**config.mk**
```make
export PLATFORM = sky130hd
export DESIGN_NAME = icache_miss_ctrl
export DESIGN_NICKNAME = d
export VERILOG_FILES = /design/src/rtl/icache_miss_ctrl_pkg.sv /design/src/rtl/icache_miss_slot.sv /design/src/rtl/icache_miss_ctrl.sv
export SDC_FILE = /design/constraint.sdc
export NUM_CORES = 2
export LEC_CHECK = 0
export CORE_AREA = 2 2 333 335
export DETAILED_ROUTE_END_ITERATION = 6
export DIE_AREA = 0 0 335 337
export SETUP_SLACK_MARGIN = 0.2
export SLEW_MARGIN = 20
export SYNTH_ARGS = -nofsm -noshare
export SYNTH_HDL_FRONTEND = slang
export SYNTH_SLANG_ARGS = --single-unit
```
**constraint.sdc**
```tcl
create_clock -name clk -period 23.8 [get_ports clk]
set_input_delay 4.76 -clock clk [delete_from_list [all_inputs] [get_ports clk]]
set_output_delay 4.76 -clock clk [all_outputs]
set_load 0.03 [all_outputs]
```
**src/rtl/icache_miss_ctrl_pkg.sv**
```systemverilog
// Shared frontend definitions for the icache miss path: L2 op codes, miss FSM
// states, line-offset widths and the serviced-slot mask.
package icache_miss_ctrl_pkg;

  typedef enum logic [2:0] {
    L2_NOP    = 3'd0,
    L2_READ   = 3'd1,
    L2_W      = 3'd2,
    L2_RWITM  = 3'd3,
    L2_FLUSH  = 3'd4,
    L2_UPDATE = 3'd5
  } l2_op_e;

  typedef enum logic [1:0] {
    IDLE,
    REQ,
    WAIT,
    FILL
  } state_e;

  localparam int unsigned L2_OFF_BITS = 6;
  localparam int unsigned CL_OFF_BITS = 4;

  typedef struct packed {
    logic pf;
    logic odd;
    logic even;
  } slot_mask_t;

endpackage

```
**src/rtl/icache_miss_slot.sv**
```systemverilog
// One pending-miss slot: valid bit plus address, with set/clear/flush and an
// L2-line compare against an external line address.
module icache_miss_slot
  import icache_miss_ctrl_pkg::*;
#(
  parameter int unsigned XLEN = 32
) (
  input  logic                        clk,
  input  logic                        rst,
  input  logic                        set,
  input  logic [XLEN-1:0]             set_addr,
  input  logic                        clr,
  input  logic                        flush,
  input  logic [XLEN-L2_OFF_BITS-1:0] cmp_line,
  output logic                        valid,
  output logic [XLEN-1:0]             addr,
  output logic                        match
);

  logic            valid_q, valid_d;
  logic [XLEN-1:0] addr_q, addr_d;

  // A slot being cleared this cycle may accept a new request in the same cycle.
  always_comb begin
    valid_d = valid_q;
    addr_d  = addr_q;
    if (flush) begin
      valid_d = 1'b0;
    end else if (set && (clr || !valid_q)) begin
      valid_d = 1'b1;
      addr_d  = set_addr;
    end else if (clr) begin
      valid_d = 1'b0;
    end
  end

  always_ff @(posedge clk or posedge rst) begin
    if (rst) begin
      valid_q <= 1'b0;
      addr_q  <= '0;
    end else begin
      valid_q <= valid_d;
      addr_q  <= addr_d;
    end
  end

  assign valid = valid_q;
  assign addr  = addr_q;
  assign match = valid_q && (addr_q[XLEN-1:L2_OFF_BITS] == cmp_line);

endmodule

```
**src/rtl/icache_miss_ctrl.sv**
```systemverilog
// Icache miss sequencer: arbitrates even/odd demand misses and prefetches into
// a single outstanding L2 read, then writes the returned sub-lines to the icache.
module icache_miss_ctrl
  import icache_miss_ctrl_pkg::*;
#(
  parameter int unsigned XLEN       = 32,
  parameter int unsigned CL_SIZE    = 128,
  parameter int unsigned L2_CL_SIZE = 512
) (
  input  logic                  clk,
  input  logic                  rst,
  input  logic                  miss_even_valid,
  input  logic [XLEN-1:0]       miss_even_addr,
  input  logic                  miss_odd_valid,
  input  logic [XLEN-1:0]       miss_odd_addr,
  input  logic                  prefetch_valid,
  input  logic [XLEN-1:0]       prefetch_addr,
  input  logic                  resteer,
  input  logic                  l2_req_ready,
  output logic [2:0]            icache_l2_op,
  output logic [XLEN-1:0]       icache_l2_addr,
  input  logic [2:0]            l2_icache_op,
  input  logic [XLEN-1:0]       l2_icache_addr,
  input  logic [L2_CL_SIZE-1:0] l2_icache_data,
  input  logic [2:0]            l2_icache_state,
  output logic                  fill_valid,
  output logic [XLEN-1:0]       fill_addr,
  output logic [CL_SIZE-1:0]    fill_data,
  output logic [2:0]            fill_state,
  output logic                  stall_out,
  output logic                  busy
);

  localparam int unsigned LINE_W = XLEN - L2_OFF_BITS;

  state_e                state_q, state_d;
  logic [LINE_W-1:0]     line_q, line_d;
  logic [XLEN-1:0]       fa0_q, fa0_d, fa1_q, fa1_d;
  logic                  two_q, two_d;
  logic                  fidx_q, fidx_d;
  logic                  demand_q, demand_d;
  logic [L2_CL_SIZE-1:0] data_q, data_d;
  logic [2:0]            lstate_q, lstate_d;

  slot_mask_t            clr_mask;
  logic                  even_v, odd_v, pf_v;
  logic [XLEN-1:0]       even_a, odd_a, pf_a;
  logic                  even_m, odd_m, pf_m;
  logic [LINE_W-1:0]     pf_line;
  logic                  pf_drop;
  logic                  merge;
  logic [XLEN-1:0]       cur_addr;
  logic                  unused_ok;

  assign pf_line = prefetch_addr[XLEN-1:L2_OFF_BITS];
  // pf_m also catches a prefetch slot being launched this cycle: that line is
  // about to be in flight, so a repeat prefetch of it is redundant.
  assign pf_drop = even_m | odd_m | pf_m | ((state_q != IDLE) && (line_q == pf_line));
  assign merge   = odd_v && (even_a[XLEN-1:L2_OFF_BITS] == odd_a[XLEN-1:L2_OFF_BITS]);

  icache_miss_slot #(.XLEN(XLEN)) u_slot_even (
    .clk      (clk),
    .rst      (rst),
    .set      (miss_even_valid & ~resteer),
    .set_addr (miss_even_addr),
    .clr      (clr_mask.even),
    .flush    (resteer),
    .cmp_line (pf_line),
    .valid    (even_v),
    .addr     (even_a),
    .match    (even_m)
  );

  icache_miss_slot #(.XLEN(XLEN)) u_slot_odd (
    .clk      (clk),
    .rst      (rst),
    .set      (miss_odd_valid & ~resteer),
    .set_addr (miss_odd_addr),
    .clr      (clr_mask.odd),
    .flush    (resteer),
    .cmp_line (pf_line),
    .valid    (odd_v),
    .addr     (odd_a),
    .match    (odd_m)
  );

  icache_miss_slot #(.XLEN(XLEN)) u_slot_pf (
    .clk      (clk),
    .rst      (rst),
    .set      (prefetch_valid & ~resteer & ~pf_drop),
    .set_addr (prefetch_addr),
    .clr      (clr_mask.pf),
    .flush    (resteer),
    .cmp_line (pf_line),
    .valid    (pf_v),
    .addr     (pf_a),
    .match    (pf_m)
  );

  always_comb begin
    state_d  = state_q;
    line_d   = line_q;
    fa0_d    = fa0_q;
    fa1_d    = fa1_q;
    two_d    = two_q;
    fidx_d   = fidx_q;
    demand_d = demand_q;
    data_d   = data_q;
    lstate_d = lstate_q;
    clr_mask = '0;
    case (state_q)
      IDLE: begin
        if (!resteer && (even_v || odd_v || pf_v)) begin
          state_d = REQ;
          fidx_d  = 1'b0;
          if (even_v) begin
            line_d        = even_a[XLEN-1:L2_OFF_BITS];
            fa0_d         = even_a;
            fa1_d         = odd_a;
            two_d         = merge;
            clr_mask.even = 1'b1;
            clr_mask.odd  = merge;
          end else if (odd_v) begin
            line_d       = odd_a[XLEN-1:L2_OFF_BITS];
            fa0_d        = odd_a;
            two_d        = 1'b0;
            clr_mask.odd = 1'b1;
          end else begin
            line_d      = pf_a[XLEN-1:L2_OFF_BITS];
            fa0_d       = pf_a;
            two_d       = 1'b0;
            clr_mask.pf = 1'b1;
          end
          demand_d = clr_mask.even | clr_mask.odd;
        end
      end
      REQ: begin
        if (l2_req_ready) begin
          state_d = WAIT;
        end else if (resteer) begin
          state_d = IDLE;
        end
      end
      WAIT: begin
        if ((l2_icache_op == L2_READ) && (l2_icache_addr[XLEN-1:L2_OFF_BITS] == line_q)) begin
          state_d  = FILL;
          data_d   = l2_icache_data;
          lstate_d = l2_icache_state;
        end
      end
      FILL: begin
        if (!two_q || fidx_q) begin
          state_d  = IDLE;
          demand_d = 1'b0;
        end else begin
          fidx_d = 1'b1;
        end
      end
      default: state_d = IDLE;
    endcase
    // An accepted read still completes after a flush; only the stall is released.
    if (resteer) begin
      demand_d = 1'b0;
    end
  end

  always_ff @(posedge clk or posedge rst) begin
    if (rst) begin
      state_q  <= IDLE;
      line_q   <= '0;
      fa0_q    <= '0;
      fa1_q    <= '0;
      two_q    <= 1'b0;
      fidx_q   <= 1'b0;
      demand_q <= 1'b0;
      data_q   <= '0;
      lstate_q <= '0;
    end else begin
      state_q  <= state_d;
      line_q   <= line_d;
      fa0_q    <= fa0_d;
      fa1_q    <= fa1_d;
      two_q    <= two_d;
      fidx_q   <= fidx_d;
      demand_q <= demand_d;
      data_q   <= data_d;
      lstate_q <= lstate_d;
    end
  end

  assign cur_addr       = fidx_q ? fa1_q : fa0_q;
  assign icache_l2_op   = (state_q == REQ) ? L2_READ : L2_NOP;
  assign icache_l2_addr = (state_q == REQ) ? {line_q, {L2_OFF_BITS{1'b0}}} : '0;
  assign fill_valid     = (state_q == FILL);
  assign fill_addr      = fill_valid ? {cur_addr[XLEN-1:CL_OFF_BITS], {CL_OFF_BITS{1'b0}}} : '0;
  assign fill_data      = fill_valid ? data_q[CL_SIZE*cur_addr[L2_OFF_BITS-1:CL_OFF_BITS] +: CL_SIZE] : '0;
  assign fill_state     = fill_valid ? lstate_q : '0;
  assign stall_out      = even_v | odd_v | demand_q;
  assign busy           = (state_q != IDLE);

  assign unused_ok = ^{cur_addr[CL_OFF_BITS-1:0], l2_icache_addr[L2_OFF_BITS-1:0]};

endmodule

```
==> flow_summary.yaml <==
setup_path:
  critPathMaxStageDelay_ns: 0.78
  cpMostUsedCell: "buf_4"
  path_cells: "buf_4 > mux2i_4 > buf_4 > buf_4 > mux4_2 > and2_1 > clkdlybuf4s50_1"
  crit_start: "fidx_q$_DFFE_PP0P_"
  r2r_start: "line_q[5]$_DFFE_PP0P_"
  endpoint_kind: "output pin"
  arrival_ns: 4.82
  cp_slowest_cell: "buf_4"
  path_buf_inv: 4
  startpoint_type: "flip-flop"
  required_ns: 19.04
  timing_worst_setup_path_type: "flip-flop to output pin"
  critical-path-top-delay-family: "buffers and inverters"
  cp_max_fo: 54
place:
  dpl_cell_area_sq_mm: 0.0411
  dp_worst_setup_slack_ns: 14.12
  dp_hpwl_um: 80400
  gp_congestion: 0.874
  numPortBuffers: 823
cells_and_area:
  final_layout_size_suffix_gt1_frac: 0.305
  nFillCells: 10399
  fin_util: 0.402
  final_area_sq_mm: 0.0440
  syn_to_final_growth_pct: 39.2
  final_net_count: 3626
cts:
  path_clk_slew_ns: 0.06
  cts_buffer_depth: 3
  post_cts_buffers: 0
  htreeDepth: 3
  cts.repair.resized: 0
  clock_sinks: 663
  cts_tree: "yes"
  cts_buffers: 81
  insertion_delay_ns: 0.67
  cts_hold_buffers: 0
  clock-root-buffer: "clkbuf_16"
pwr:
  pwr-share-comb: 0.221
  power_switching_uw: 1070
  irDropWorstVdd_mv: 0.0592
  netSwitchingFraction: 0.311
  finalPower_uw: 3430
  power_density_mw_per_mm2: 77.9
  seqPwrFrac: 0.395
  p_int_uw: 2360
  leakage_uw: 0.0193
  power_frac_clock: 0.384
sta:
  tightest_slew_ns: 1.11
  maxSlewViolCount: 0
  max_slew_margin: 0.258
  period_minus_slack_ns: 9.58
  finalWorstSetupSlack_ns: 14.22
  setup_viol: 0
  rsz0062_at_grt: "false"
  final_hold_viol_count: 0
  fmax_mhz: 104
  fin_crit_sh: 0.403
  finalSetupTns_ns: 0
  finClkSkew_ns: 0.0399
logic_synthesis:
  synthTopCellsByArea: "dfrtp_1 (52%), mux2_2 (22%), mux4_2 (9.1%)"
  synthArstFlopShare: 1.00
  ys.warnings.count: 0
  synth-seq-area-share: 0.525
  synth_cell_type_count: 40
  avgSynthCellArea_sq_um: 14.3
  yosysTopAreaCell: "dfrtp_1"
  synth_edf_count: 0
  synth.top_cells.by_count: "dfrtp_1 (663), mux2_2 (607), and2_1 (154)"
  yosys.cell_count.top_type: "dfrtp_1"
  synth_area_sq_mm: 0.0316
  synth_top_flop_cell: "dfrtp_1"
  synth_top_area_frac: 0.525
  synth-seq-cells: 663
  synthCells: 2205
route:
  drt_first_pass_iters: 5
  drc: 0
  drt-total-wl_um: 110000
  via_count: 21171
  wl_per_cell_um: 24.5
  drtIter0Drc: 924
  ant_nets: 0
  viasPerCell: 4.72
flow_run:
  drv_cap: 0
global_routing:
  grtUsageTotal: 0.191
  grt_pass1_vias: 22326
  grt_pass1_wl_um: 158000
  overflow: 0
  grt_max_degree: 181
  antenna_found_initial: 62
die:
  die_area_sq_mm: 0.113
  die_h_um: 337
  core_area_sq_mm: 0.110
  rows: 122
  num_io_pins: 854
  fp.dieW_um: 335
  start_util: 0.289
hold_path:
  hp-class: "flip-flop to flip-flop"
  hold_path_startpoint: "two_q$_DFFE_PP0P_"
status:
  status: "complete, no violations"
cell families after synthesis:
kind of cell | count (synthesis) | synth area share
flops | 663 | 0.525
xor+xnor | 156 | 0.0432
other cells | 1 | 0.000119
buf+inv | 180 | 0.0291
compound gates | 71 | 0.0122
mux | 811 | 0.335
simple gates | 323 | 0.0562
flip-flops by register name, summed over array words and instances, names as in the netlist, named ones only:
name / flops
data_q: 512
fa1_q: 28
u_slot_even.addr: 28
u_slot_odd.addr: 28
u_slot_pf.addr: 28
line_q: 26
lstate_q: 3
fa0_q: 2
demand_q: 1
fidx_q: 1
state_q: 1
two_q: 1
u_slot_even.valid: 1
u_slot_odd.valid: 1
u_slot_pf.valid: 1
path summary, 6_finish.rpt:
path	end	slack, ns	depth (start not counted)
worst max register to register	data_q[478]$_DFFE_PP0P_	18.80	9
worst min-delay path	two_q$_DFFE_PP0P_	0.47	2
max in group asynchronous	fa1_q[21]$_DFFE_PP0P_	16.05	5
worst min register to register	two_q$_DFFE_PP0P_	0.47	2
worst max-delay path	fill_data[0]	14.22	7
min in group asynchronous	data_q[331]$_DFFE_PP0P_	4.59	2
per-layer routing:
metal  vias up  global-route usage  routed length [um]
met2       734               0.321               54400
li1       9445                   -                   -
met5         -                   0                 310
met4        48              0.0805                3700
met3       211              0.0664                9390
met1     10733               0.222               42400
worst register-to-register path: stages (launching register included):
cell and delay [ns]:
dfrtp_1 0.53, xnor2_1 0.41, nand4_1 0.13, nor2_1 0.35
nand4_1 0.18, nor3b_2 0.35, buf_4 0.71, buf_4 0.86
buf_12 0.72, mux2_2 0.65
layout by cell type (no fill, tap or decap), types with 2 or more instances in the layout:
cell type / count
clkdlybuf4s50_1: 823
dfrtp_1: 660
mux2_2: 607
and2_1: 154
mux4_2: 128
xnor2_1: 111
clkbuf_16: 82
nor2_1: 64
mux2i_1: 54
xor2_1: 45
a21oi_1: 33
nand2_1: 33
nand4_1: 30
o21ai_0: 30
diode_2: 25
buf_4: 24
mux2_4: 20
clkbuf_1: 19
clkbuf_8: 14
nor4_1: 13
conb_1: 12
clkinv_2: 12
bufinv_16: 9
nor3_1: 8
nand3_1: 5
clkinv_16: 4
clkinvlp_4: 4
buf_12: 4
and3_1: 3
dfrtp_2: 3
nor3b_2: 2
mux2i_4: 2
nand3b_1: 2
a211oi_1: 2
inv_16: 2
per-stage QoR:
stage               hold slack (ns)  std cells
global placement              0.452       4316
detailed placement            0.457       4316
global route                  0.496       4482
finish                        0.466       4488
CTS                           0.470       4463
floorplan                     0.439       2216
final cells by class:
| type | instances | area [sq um] | area share |
|---|---|---|---|
| Multi-Input combinational cell | 1373 | 14200 | 0.323 |
| Tap cell | 1426 | 1780 | 0.0405 |
| Timing Repair Buffer | 851 | 8500 | 0.193 |
| Sequential cell | 663 | 16600 | 0.377 |
| Inverter | 3 | 21.3 | 0.000483 |
| Clock buffer | 115 | 2320 | 0.0526 |
| Antenna cell | 25 | 62.6 | 0.00142 |
| Clock inverter | 32 | 529 | 0.0120 |
power groups by stage:
stage / sequential, uW / combinational (uW) / clock, uW
final: 1350 / 756 / 1320
after CTS: 1360 / 774 / 1360
after floorplan: 1310 / 474 / 0
after detailed placement: 1370 / 770 / 0
after global placement: 1370 / 770 / 0
after global routing: 1370 / 817 / 1410
(Power assumes the default switching activity.)
